--- src/rtl/fifo_pkg.sv ---
// Shared Gray/binary helpers and depth constant for both sides of the dual-clock FIFO.
// The helpers work on 32-bit values, so any narrower pointer can be zero-extended in and truncated out.
package fifo_pkg;

    localparam int FIFO_ADDRSIZEL = 4;
    localparam int FIFO_DEPTH     = 1 << FIFO_ADDRSIZEL;

    function automatic logic [31:0] bin2gray(input logic [31:0] x);
        return x ^ (x >> 1);
    endfunction

    function automatic logic [31:0] gray2bin(input logic [31:0] x);
        logic [31:0] b;
        b[31] = x[31];
        for (int i = 30; i >= 0; i--) begin
            b[i] = b[i+1] ^ x[i];
        end
        return b;
    endfunction

endpackage

--- src/rtl/rptr_empty_gray2bin.sv ---
// Combinational Gray-to-binary converter: each binary bit is the XOR of all Gray bits at or above it.
module rptr_empty_gray2bin #(
    parameter int W = 5
) (
    input  logic [W-1:0] i_gray,
    output logic [W-1:0] o_bin
);

    always_comb begin
        o_bin        = '0;
        o_bin[W-1]   = i_gray[W-1];
        for (int i = W - 2; i >= 0; i--) begin
            o_bin[i] = o_bin[i+1] ^ i_gray[i];
        end
    end

endmodule

--- src/rtl/rptr_empty.sv ---
// Read-domain pointer and flag logic for the dual-clock FIFO: binary/Gray read pointer,
// RAM read address, registered empty/almost-empty, fill level and sticky underflow.
module rptr_empty #(
    parameter int ADDRSIZEL     = 4,
    parameter int AEMPTY_THRESH = 2
) (
    input  logic                 rclk,
    input  logic                 rrst,
    input  logic                 rinc,
    input  logic                 rundf_clr,
    input  logic [ADDRSIZEL:0]   rq2_wptr,
    output logic [ADDRSIZEL:0]   rptr,
    output logic [ADDRSIZEL-1:0] raddr,
    output logic                 rempty,
    output logic                 raempty,
    output logic [ADDRSIZEL:0]   rlevel,
    output logic                 rundf
);
    import fifo_pkg::*;

    localparam int PTR_W = ADDRSIZEL + 1;

    logic [PTR_W-1:0] r_rbin;
    logic [PTR_W-1:0] r_rptr;
    logic             r_rempty;
    logic             r_raempty;
    logic [PTR_W-1:0] r_rlevel;
    logic             r_rundf;

    logic [PTR_W-1:0] w_rbnext;
    logic [PTR_W-1:0] w_rgnext;
    logic [PTR_W-1:0] w_wbin;
    logic [PTR_W-1:0] w_lvl_next;
    logic             w_undf;

    rptr_empty_gray2bin #(
        .W (PTR_W)
    ) u_wptr_g2b (
        .i_gray (rq2_wptr),
        .o_bin  (w_wbin)
    );

    // A read only commits while the FIFO is known non-empty; otherwise it is an underflow.
    assign w_undf     = rinc & r_rempty;
    assign w_rbnext   = r_rbin + PTR_W'(rinc & ~r_rempty);
    assign w_rgnext   = PTR_W'(bin2gray(32'(w_rbnext)));
    // Level uses the post-read pointer so flags match the state after this edge.
    assign w_lvl_next = w_wbin - w_rbnext;

    always_ff @(posedge rclk) begin
        if (rrst) begin
            r_rbin    <= '0;
            r_rptr    <= '0;
            r_rempty  <= 1'b1;
            r_raempty <= 1'b1;
            r_rlevel  <= '0;
            r_rundf   <= 1'b0;
        end else begin
            r_rbin    <= w_rbnext;
            r_rptr    <= w_rgnext;
            r_rempty  <= (w_rgnext == rq2_wptr);
            r_raempty <= (w_lvl_next <= PTR_W'(AEMPTY_THRESH));
            r_rlevel  <= w_lvl_next;
            if (w_undf) begin
                r_rundf <= 1'b1;
            end else if (rundf_clr) begin
                r_rundf <= 1'b0;
            end
        end
    end

    assign rptr    = r_rptr;
    assign raddr   = r_rbin[ADDRSIZEL-1:0];
    assign rempty  = r_rempty;
    assign raempty = r_raempty;
    assign rlevel  = r_rlevel;
    assign rundf   = r_rundf;

endmodule

--- config.mk ---
export PLATFORM = sky130hd
export DESIGN_NAME = rptr_empty
export DESIGN_NICKNAME = d
export VERILOG_FILES = /design/src/rtl/fifo_pkg.sv /design/src/rtl/rptr_empty_gray2bin.sv /design/src/rtl/rptr_empty.sv
export SDC_FILE = /design/constraint.sdc
export NUM_CORES = 1
export LEC_CHECK = 0
export BUFFER_PORTS_ARGS = -buffer_cell sky130_fd_sc_hd__buf_4
export CAP_MARGIN = 10
export CORE_MARGIN = 2
export CORE_UTILIZATION = 30
export CTS_CLUSTER_SIZE = 12
export DETAILED_ROUTE_END_ITERATION = 16
export PLACE_DENSITY_LB_ADDON = 0.3
export RECOVER_POWER = 100
export SETUP_SLACK_MARGIN = 0.2
export SLEW_MARGIN = 20
export SYNTH_ARGS = -nofsm -noshare
export SYNTH_HDL_FRONTEND = slang
export SYNTH_HIERARCHICAL = 1
export SYNTH_SLANG_ARGS = --single-unit
--- constraint.sdc ---
create_clock -name rclk -period 5.7 [get_ports rclk]
set_input_delay 1.14 -clock rclk [delete_from_list [all_inputs] [get_ports rclk]]
set_output_delay 1.14 -clock rclk [all_outputs]
set_load 0.02 [all_outputs]
# Yosys cells after proc, flatten, opt, wreduce, memory -nomap -nowiden
# Index checks and enable logic that the tools add are counted.
[word_totals]
output_inout_bits = 17
regBits = 18
elab_cells = 21
[op_classes]
n_lt_le_gt_ge = 1
add_sub_neg = 2
n_mux = 2
bitwise = 8
reduce_logical = 1
eq_ne = 1
[ops]
columns = ["op", "count"]
rows = [
  ["5-bit adder", 1],
  ["1-bit by 5-bit AND with 5-bit output", 1],
  ["5-bit == test", 1],
  ["5-bit by 2-bit <= comparator with 1-bit output, second input constant", 1],
  ["1-bit inverter with 5-bit output", 1],
  ["5-bit subtractor", 1],
  ["5-bit by 4-bit bitwise XOR with 5-bit output", 1],
  ["1-bit bitwise XOR", 4],
  ["1-bit two-way mux", 2],
  ["2-bit nonzero test", 1],
  ["1-bit AND", 1],
]

# Longest topological paths before layout
# Gate-level depths: netlist (run 1).
[logic_depth]
ltp_word = 6
ltp_mapped = 11
depth_no_buf = 11

# Cells and area by module
# The synthesis (run 1) kept the hierarchy.
[modules_own_cells]
columns = ["mod", "n_inst", "area_each_um2", "cells_per_inst"]
rows = [
  ["rptr_empty", 1, 855.8, 85],
  ["rptr_empty_gray2bin", 1, 72.6, 6],
]

# Worst setup path after synthesis (run 1)
# No wires, ideal clock.
[synth_timing]
path_kind = "input to register"
start = "input rinc"
end = "register r_raempty (netlist: raempty)"
slack_ps = 2494
path_stages = 11
arrival_ps = 3080
cell_sequence = "nor2b_1 and2_1 ha_1 buf_6 xnor2_1 ha_1 o21ai_0 a211oi_2 or3_1 a21oi_2 a2111oi_2"
[synth_between]
elab_chain_len = 4
[synth_rtl]
columns = ["element", "line_no", "rtl"]
rows = [
  ["start, declared", "rptr_empty.sv:9", "input logic rinc,"],
  ["1-bit by 5-bit AND with 5-bit output", "rptr_empty.sv:45", "assign w_rbnext = r_rbin + PTR_W'(rinc & ~r_rempty);"],
  ["5-bit adder", "rptr_empty.sv:45", ""],
  ["via w_rbnext[1]", "rptr_empty.sv:30", "logic [PTR_W-1:0] w_rbnext;"],
  ["5-bit subtractor", "rptr_empty.sv:48", "assign w_lvl_next = w_wbin - w_rbnext;"],
  ["5-bit by 2-bit <= comparator with 1-bit output", "rptr_empty.sv:62", "r_raempty <= (w_lvl_next <= PTR_W'(AEMPTY_THRESH));"],
  ["end signal, assigned", "rptr_empty.sv:62", ""],
  ["end, declared", "rptr_empty.sv:26", "logic r_raempty;"],
]
# The timed path passes the listed nets, and every way through them passes these cells.
# A chain may end at the register's enable or synchronous reset.

# Worst setup path in the final report (run 1)
[layout_timing]
start = "input rinc"
end = "register r_raempty (netlist: raempty)"
[layout_between]
elab_chain_len = 4
[layout_rtl]
columns = ["element", "line_no"]
rows = [
  ["1-bit by 5-bit AND with 5-bit output", "rptr_empty.sv:45"],
  ["5-bit adder", "rptr_empty.sv:45"],
  ["5-bit subtractor", "rptr_empty.sv:48"],
  ["5-bit by 2-bit <= comparator with 1-bit output", "rptr_empty.sv:62"],
]
# Every way passes these cells.

==> results_dict.tcl, run 1 <==
set metrics [dict create \
    status "finished, final reports clean" \
    crit_fanout 8 \
    r2r_slack_ps 3010 \
    ctsHoldBuffers 0 \
    syn_area_per_cell_um2 10.2 \
    io_pins 26 \
    cts_buffers 3 \
    die_width_um 59.6 \
    ys_ff_latch 17 \
    synth_ff_type "dfxtp_1" \
    syn2layout_area_growth_pct 12.9 \
    cts.sinks 17 \
    final_area_um2 1050 \
    start_util_pct 30.9 \
    rsz0062_at_grt "no" \
    skew_ps 10.7 \
    worst_slew_pin_slew_ps 834 \
    grtUsageTotal_pct 11.5 \
    cts_resized 0 \
    die_h_um 59.6 \
    final-max-slew-violation-count 0 \
    cts_root_buffer "clkbuf_4" \
    cp.arrival_ps 3540 \
    avgRoutedWirePerCell_um 11.8 \
    tns_ps 0 \
    post-route-period-util_pct 58.7 \
    period_needed_ps 3350 \
    via_count 682 \
    gp_congestion 0.715 \
    grt_max_degree 17 \
    worstRegToRegCells 9 \
    ant_nets 0 \
    syn_inst 91 \
    num_rows 20 \
    worstSetupStartpointType "input pin" \
    whs_path_depth 2 \
    drtPass1Iterations 4 \
    drive_gt1_share_pct 13.7 \
    grt_pass1_wl_um 3040 \
    synthDistinctLibCells 33 \
    relSlewSlack_pct 44.0 \
    syn-num-nets 104 \
    cp.required_ps 5890 \
    cts_setup_buffers 0 \
    r2r_end "raempty" \
    ys_top_cells_by_area "dfxtp_1 (37%), xnor2_1 (9.4%), ha_1 (5.4%)" \
    numPortBuffers 25 \
    cts_max_level 1 \
    place.detailed.hpwl_um 1360 \
    clkLatencyLatePin_ps 290 \
    wl_um 1760 \
    synth_top_area_cell "dfxtp_1" \
    clkTransAtPathRegs_ps 100 \
    hold_viol 0 \
    total_power_mw 0.289 \
    drt_iter0_drc 14 \
    layout.nets 131 \
    drv_cap 0 \
    async_flop_share_pct 0 \
    final_common_cell "clkbuf_1" \
    fmax_ghz 0.299 \
    seq_area_frac_synth_pct 36.7 \
    grt_pass1_vias 685 \
    grt_overflow 0 \
    clk_path_buf_depth 2 \
    dpl-instance-area_um2 1130 \
    worst_hold_slack_ps 499 \
    final_cell_mix "clkbuf_1 (18), dfxtp_1 (17), nor2_1 (12)" \
    coreArea_um2 3000 \
    vdd.ir_drop.worst_uv 62.9 \
    synth_top_area_share_pct 36.7 \
    p_leak_nw 0.425 \
    whs_endpoint "rundf" \
    via_per_inst 4.55 \
    synth_warnings 6 \
    placedCellCount 146 \
    drc_errors 0 \
    syn_area_um2 928 \
    setup_violations 0 \
    antenna_found_initial 0 \
    fin_cells 150 \
    crit_type "input pin to register" \
    end_kind "register" \
    min-delay-start "rempty" \
    synth_edf_count 0 \
    die_area_um2 3560 \
    cts_tree "done" \
    power_density_nw_per_um2 276 \
    hold_path.class "register to register" \
    r2r-start "rempty" \
    num_antenna_cells 0 \
]
## worst max path at each step
stage                start  endpoint  slack [ps]
2_1_floorplan         rinc   raempty        2490
3_3_place_gp          rinc   raempty        2250
3_5_place_dp   rq2_wptr[3]   raempty        2170
4_1_cts        rq2_wptr[3]   raempty        2420
5_1_grt               rinc   raempty        2060
6_report              rinc   raempty        2350
## power by group
part           switching (mW)  internal [mW]
Sequential            0.00351          0.130
Clock                  0.0377         0.0272
Combinational          0.0531         0.0371
## cell type report
cell class | instances | area, um^2
fillers | 339 | 1950
repair buffers | 25 | 124
flip-flops and latches | 17 | 340
multi-input cells | 66 | 495
clock buffers | 4 | 26.3
well taps | 33 | 41.3
inverters | 5 | 21.3
## cells in the mapped netlist, drive strengths merged, types with 2 or more instances
cell type,instances
nor2b,5
o21ai,2
maj3,2
xor2,7
buf,2
dfxtp,17
and2,2
a21oi,2
inv,5
ha,4
nand2,2
xnor2,12
or3,2
nor3,3
nor2,12
nand2b,3
nand3,2
## through the flow
step	util (%)	setup slack (ps)
finish	34.9	2350
global route	34.9	2060
CTS	38.7	2420
detailed placement	37.8	2170
global placement	37.8	2250
floorplan	-	2490
## sequential cells by signal (all words and copies together) (netlist names)
signal	cells
raempty	1
rempty	1
r_rbin	5
rptr	4
rundf	1
rlevel	5
## worst max-delay path, cell delays in order
cell and delay (ps):
clkbuf_4 110, nor2b_1 150, and2_0 160, ha_1 210
xnor2_1 670, clkinv_1 220, a211oi_1 310, or3_1 150
a21oi_1 80, a2111oi_2 320
## metal layers
layer	up-vias	part of all wire (%)	global-route usage, %
met5	-	0	0
met4	0	2.5	6.67
met3	5	3.2	1.31
met2	14	48	18.8
met1	315	47	14.6
li1	348	-	-
## cells by family (layout without fill, tap and decap cells)
family,after synthesis,in the layout,synth area share [%]
multiplexers,1,1,1.08
XOR/XNOR,20,20,25.6
flip-flops,17,17,36.7
AO/OA/AOI/OAI,7,7,6.47
buffers and inverters,8,34,4.72
adder cells (fa/ha/maj),6,6,7.82
AND/OR/NAND/NOR,32,32,17.7
No activity file was read; power rests on OpenSTA's default activity.
==> inputs of run 2 (changes only) <==
Clock period 5.7 ns to 3 ns, I/O delays scaled along.
==> run 2 against run 1 <==
  * Count of clock-buffer cells in the layout stayed put
  * Final cell count grew 2.7%
  * Sequential share of layout area is 0.72 points lower
==> results_dict.tcl, run 2 (same netlist as run 1, synthesis figures left out) <==
set metrics [dict create \
    grt_overflow 0 \
    grtUsageTotal_pct 10.9 \
    final-max-slew-violation-count 0 \
    multi_input_area_um2 504 \
    numPortBuffers 25 \
    clk_path_buf_depth 2 \
    power_density_nw_per_um2 516 \
    sw_frac_of_total_pct 32.7 \
    grt_pass1_wl_um 2750 \
    p_int_mw 0.373 \
    final_common_cell "clkbuf_1" \
    drive_gt1_share_pct 15.7 \
    avgRoutedWirePerCell_um 11.1 \
    grt_pass1_vias 658 \
    die_h_um 59.6 \
    wl_um 1710 \
    fill_cells 337 \
    antenna_found_initial 0 \
    cp.required_ps 3180 \
    worstSetupStartpointType "input pin" \
    num_antenna_cells 0 \
    syn2layout_area_growth_pct 15.5 \
    hold_viol 0 \
    grt_max_degree 17 \
    fmax_ghz 0.379 \
    p_leak_nw 0.435 \
    cts_max_level 1 \
    place.detailed.hpwl_um 1410 \
    die_width_um 59.6 \
    seq_power_share_pct 46.2 \
    crit_fanout 4 \
    drtPass1Iterations 4 \
    path_cells "clkbuf_1 -> xor2_2 -> xnor3_1 -> inv_1 -> ha_1 -> inv_1 -> ha_1 -> o21ai_1 -> a211oi_1 -> or3_1 -> a21oi_2 -> a2111oi_2" \
    drv_cap 0 \
    p_sw_mw 0.181 \
    end_kind "register" \
    via_count 701 \
    cts_tree "done" \
    coreArea_um2 3000 \
    worst_slew_pin_slew_ps 580 \
    ctsHoldBuffers 0 \
    cp.arrival_ps 2820 \
    ant_nets 0 \
    tns_ps 0 \
    clkLatencyLatePin_ps 290 \
    skew_ps 0.750 \
    period_needed_ps 2640 \
    clkTransAtPathRegs_ps 100 \
    cts.sinks 17 \
    relSlewSlack_pct 61.1 \
    status "finished, final reports clean" \
    hold_path.class "register to register" \
    crit_slowest_cell "or3_1" \
    r2r-start "rempty" \
    layout.nets 135 \
    seqCellArea_um2 340 \
    r2r_end "raempty" \
    power_frac_comb_pct 31.7 \
    whs_path_depth 2 \
    start_util_pct 30.9 \
    worstRegToRegCells 10 \
    crit_type "input pin to register" \
    clkPwrFrac_pct 22.1 \
    r2r_slack_ps 540 \
    final_cell_mix "clkbuf_1 (22), dfxtp_1 (17), nor2_1 (12)" \
    drc_errors 0 \
    rsz0062_at_grt "no" \
    post-route-period-util_pct 88.0 \
    gp_congestion 0.717 \
    whs_endpoint "rundf" \
    die_area_um2 3560 \
    drt_iter0_drc 7 \
    cts_buffers 3 \
    cp_slowest_stage_delay_ps 380 \
    via_per_inst 4.55 \
    vdd.ir_drop.worst_uv 144 \
    num_rows 20 \
    setup_violations 0 \
    total_power_mw 0.553 \
    io_pins 26 \
    cts_root_buffer "clkbuf_4" \
    min-delay-start "rempty" \
]
-- run 2: per-layer routing --
metal | vias to the layer above | wire (um) | share of wire, % | GRT usage, %
li1 | 358 | - | - | -
met1 | 324 | 785 | 46 | 12.8
met2 | 15 | 823 | 48 | 18.2
met3 | 4 | 56 | 3.3 | 1.31
met4 | 0 | 47 | 2.7 | 7.62
met5 | - | 0 | 0 | 0
-- run 2: power by group through the flow --
stage | clock, mW | sequential (mW) | combinational [mW]
final | 0.122 | 0.256 | 0.175
after global routing | 0.136 | 0.257 | 0.193
after CTS | 0.126 | 0.257 | 0.196
after detailed placement | 0 | 0.262 | 0.195
after global placement | 0 | 0.260 | 0.194
after floorplan | 0 | 0.289 | 0.103
-- run 2: per-stage QoR --
step                utilization (%)  cells  setup WS [ps]  instance area, um^2  hold WS [ps]
finish                         35.7    154            359                 1070           482
floorplan                         -     91            334                  928           542
detailed placement             38.8    150           60.1                 1160           471
global placement               38.8    150           62.0                 1160           453
CTS                            39.7    154            341                 1190           485
global route                   35.7    154            130                 1070           529
-- run 2: final cells by class --
type                            count  area share, %
Inverter                            5           1.98
Clock buffer                        4           2.45
Multi-Input combinational cell     66           47.0
Tap cell                           33           3.85
Sequential cell                    17           31.7
Timing Repair Buffer               29           13.0
-- run 2: how the worst max path moves through the flow --
stage | startpoint | to | slack, ps | cells past startpoint
after floorplan | rinc | raempty | 330 | 11
after global placement | rq2_wptr[3] | raempty | 60 | 12
after detailed placement | rq2_wptr[3] | raempty | 60 | 12
after CTS | rq2_wptr[3] | raempty | 340 | 12
after global routing | rq2_wptr[3] | raempty | 130 | 12
final | rq2_wptr[3] | raempty | 360 | 12
-- run 2: repair_timing --
item / CTS / global route
buffers inserted: 0 / 0
gates resized for setup: 0 / 2
endpoints found under the setup margin: 0 / 1
-- run 2: critical path, delay by kind of cell --
family	cells	cell delay (ps)
adders and majority gates	2	350
xor gates and xnor gates	2	650
buffers and inverters	3	300
AOI/OAI and AO/OA	4	550
and+or+nand+nor	1	380
==> inputs of run 3 (changes only) <==
--- a/config.mk
+++ b/config.mk
@@ -8,6 +8,8 @@
 export BUFFER_PORTS_ARGS = -buffer_cell sky130_fd_sc_hd__buf_4
 export CAP_MARGIN = 10
+export CELL_PAD_IN_SITES_DETAIL_PLACEMENT = 1
+export CELL_PAD_IN_SITES_GLOBAL_PLACEMENT = 2
 export CORE_MARGIN = 2
-export CORE_UTILIZATION = 30
+export CORE_UTILIZATION = 27
 export CTS_CLUSTER_SIZE = 12
 export DETAILED_ROUTE_END_ITERATION = 16
==> constraint.sdc (replaced) <==
create_clock -name rclk -period 3 [get_ports rclk]
set_input_delay 0.3 -clock rclk [delete_from_list [all_inputs] [get_ports rclk]]
set_output_delay 0.3 -clock rclk [all_outputs]
set_load 0.02 [all_outputs]
==> run 3 against run 2 <==
  * Fmax rose by 5.2%
  * Sequential share of layout area fell by 0.76 points
  * Routed wire length rose by 13%
  * Clock skew rose by 7.3 ps
  * First-iteration DRC count rose by 14%
==> results_dict.tcl, run 3 (same netlist as run 1, synthesis figures left out) <==
set metrics [dict create \
    status "finished, final reports clean" \
    hold_path.class "input pin to register" \
    end_kind "register" \
    cts.sinks 17 \
    drt_iter0_drc 8 \
    grt_use_met2_pct 16.4 \
    cts_buffers 3 \
    numPortBuffers 25 \
    drc_errors 0 \
    die_area_um2 3920 \
    dpl-instance-area_um2 1170 \
    clkTransAtPathRegs_ps 100 \
    cp.arrival_ps 2690 \
    drv_cap 0 \
    grt_max_degree 17 \
    use_met3_pct 1.26 \
    rsz0062_at_grt "no" \
    fill_cells 420 \
    clkPwrFrac_pct 21.8 \
    ant_nets 0 \
    num_antenna_cells 0 \
    place.detailed.hpwl_um 1590 \
    grtUsageTotal_pct 10.6 \
    die_width_um 62.6 \
    post-route-period-util_pct 83.7 \
    period_needed_ps 2510 \
    avgRoutedWirePerCell_um 11.7 \
    final_cell_mix "clkbuf_1 (20), dfxtp_1 (17), nor2_1 (12)" \
    layout.nets 134 \
    hold_viol 0 \
    seq_power_share_pct 46.6 \
    num_rows 21 \
    final_core_utilization_pct 33.2 \
    cts_setup_buffers 0 \
    relSlewSlack_pct 72.6 \
    crit_fanout 7 \
    grt_overflow 0 \
    power_density_nw_per_um2 498 \
    worstSetupStartpointType "register" \
    syn2layout_area_growth_pct 18.3 \
    via_per_inst 4.16 \
    ctsHoldBuffers 0 \
    grt_pass1_vias 706 \
    die_h_um 62.6 \
    fmax_ghz 0.398 \
    top_usage_layer "met2" \
    sw_frac_of_total_pct 32.2 \
    grt_pass1_wl_um 3220 \
    cp.required_ps 3180 \
    p_int_mw 0.371 \
    cts_max_level 1 \
    tns_ps 0 \
    worst_slew_pin_slew_ps 409 \
    final-max-slew-violation-count 0 \
    p_sw_mw 0.176 \
    drtPass1Iterations 2 \
    clk_path_buf_depth 2 \
    start_util_pct 28.0 \
    coreArea_um2 3310 \
    whs_path_depth 3 \
    vdd.ir_drop.worst_uv 93.2 \
    via_count 691 \
    worstRegToRegCells 10 \
    final_common_cell "clkbuf_1" \
    grt_use_met1_pct 14.1 \
    wl_um 1940 \
    crit_type "register to register" \
    antenna_found_initial 0 \
    gp_congestion 0.748 \
    setup_violations 0 \
    cts_tree "done" \
    cts_resized 0 \
    cts_root_buffer "clkbuf_4" \
    drive_gt1_share_pct 15.0 \
    power_frac_comb_pct 31.5 \
    final_area_um2 1100 \
    p_leak_nw 0.442 \
    io_pins 26 \
    skew_ps 8.04 \
    clkLatencyLatePin_ps 280 \
    r2r_slack_ps 490 \
]
-- run 3: worst max-delay path, cell delays in order (launching register included) --
cell and delay, ps:
dfxtp_1 330, nor2b_1 210, and2_0 180, ha_1 260
clkbuf_1 200, nor2b_1 170, o21ai_0 110, a211oi_1 360
or3_1 170, a21oi_1 90, a2111oi_2 320
-- run 3: layout make-up --
cell class                 instances  area (um^2)  share of cell area (%)
clock buffer                       4         26.3                    2.39
inverter                           5         21.3                    1.94
multi-input combinational         66          514                    46.8
sequential                        17          340                    31.0
tap                               46         57.6                    5.24
timing repair buffer              28          139                    12.6
-- run 3: power groups by stage --
stage,combinational (mW),clock [mW],sequential (mW)
detailed placement,0.200,0,0.262
global route,0.192,0.141,0.258
floorplan,0.103,0,0.289
finish,0.172,0.119,0.255
global placement,0.197,0,0.260
CTS,0.201,0.130,0.256
-- run 3: per-layer routing --
| metal | share of wire (%) | routed length [um] |
|---|---|---|
| met5 | 0 | 0 |
| met4 | 1.4 | 27 |
| met3 | 3.0 | 59 |
| met2 | 47 | 906 |
| met1 | 49 | 949 |
-- run 3: through the flow --
stage / instances / total power [mW] / hold WS (ps) / setup WS [ps]
floorplan: 91 / 0.392 / 372 / 529
global placement: 162 / 0.458 / 455 / 393
detailed placement: 162 / 0.462 / 468 / 309
CTS: 166 / 0.587 / 244 / 524
global route: 166 / 0.591 / 253 / 193
finish: 166 / 0.547 / 258 / 490
-- run 3: final timing paths --
path | startpoint | endpoint
min | rundf_clr | rundf
max reg2reg | rempty | raempty
min reg2reg | rundf | rundf
max | rempty | raempty
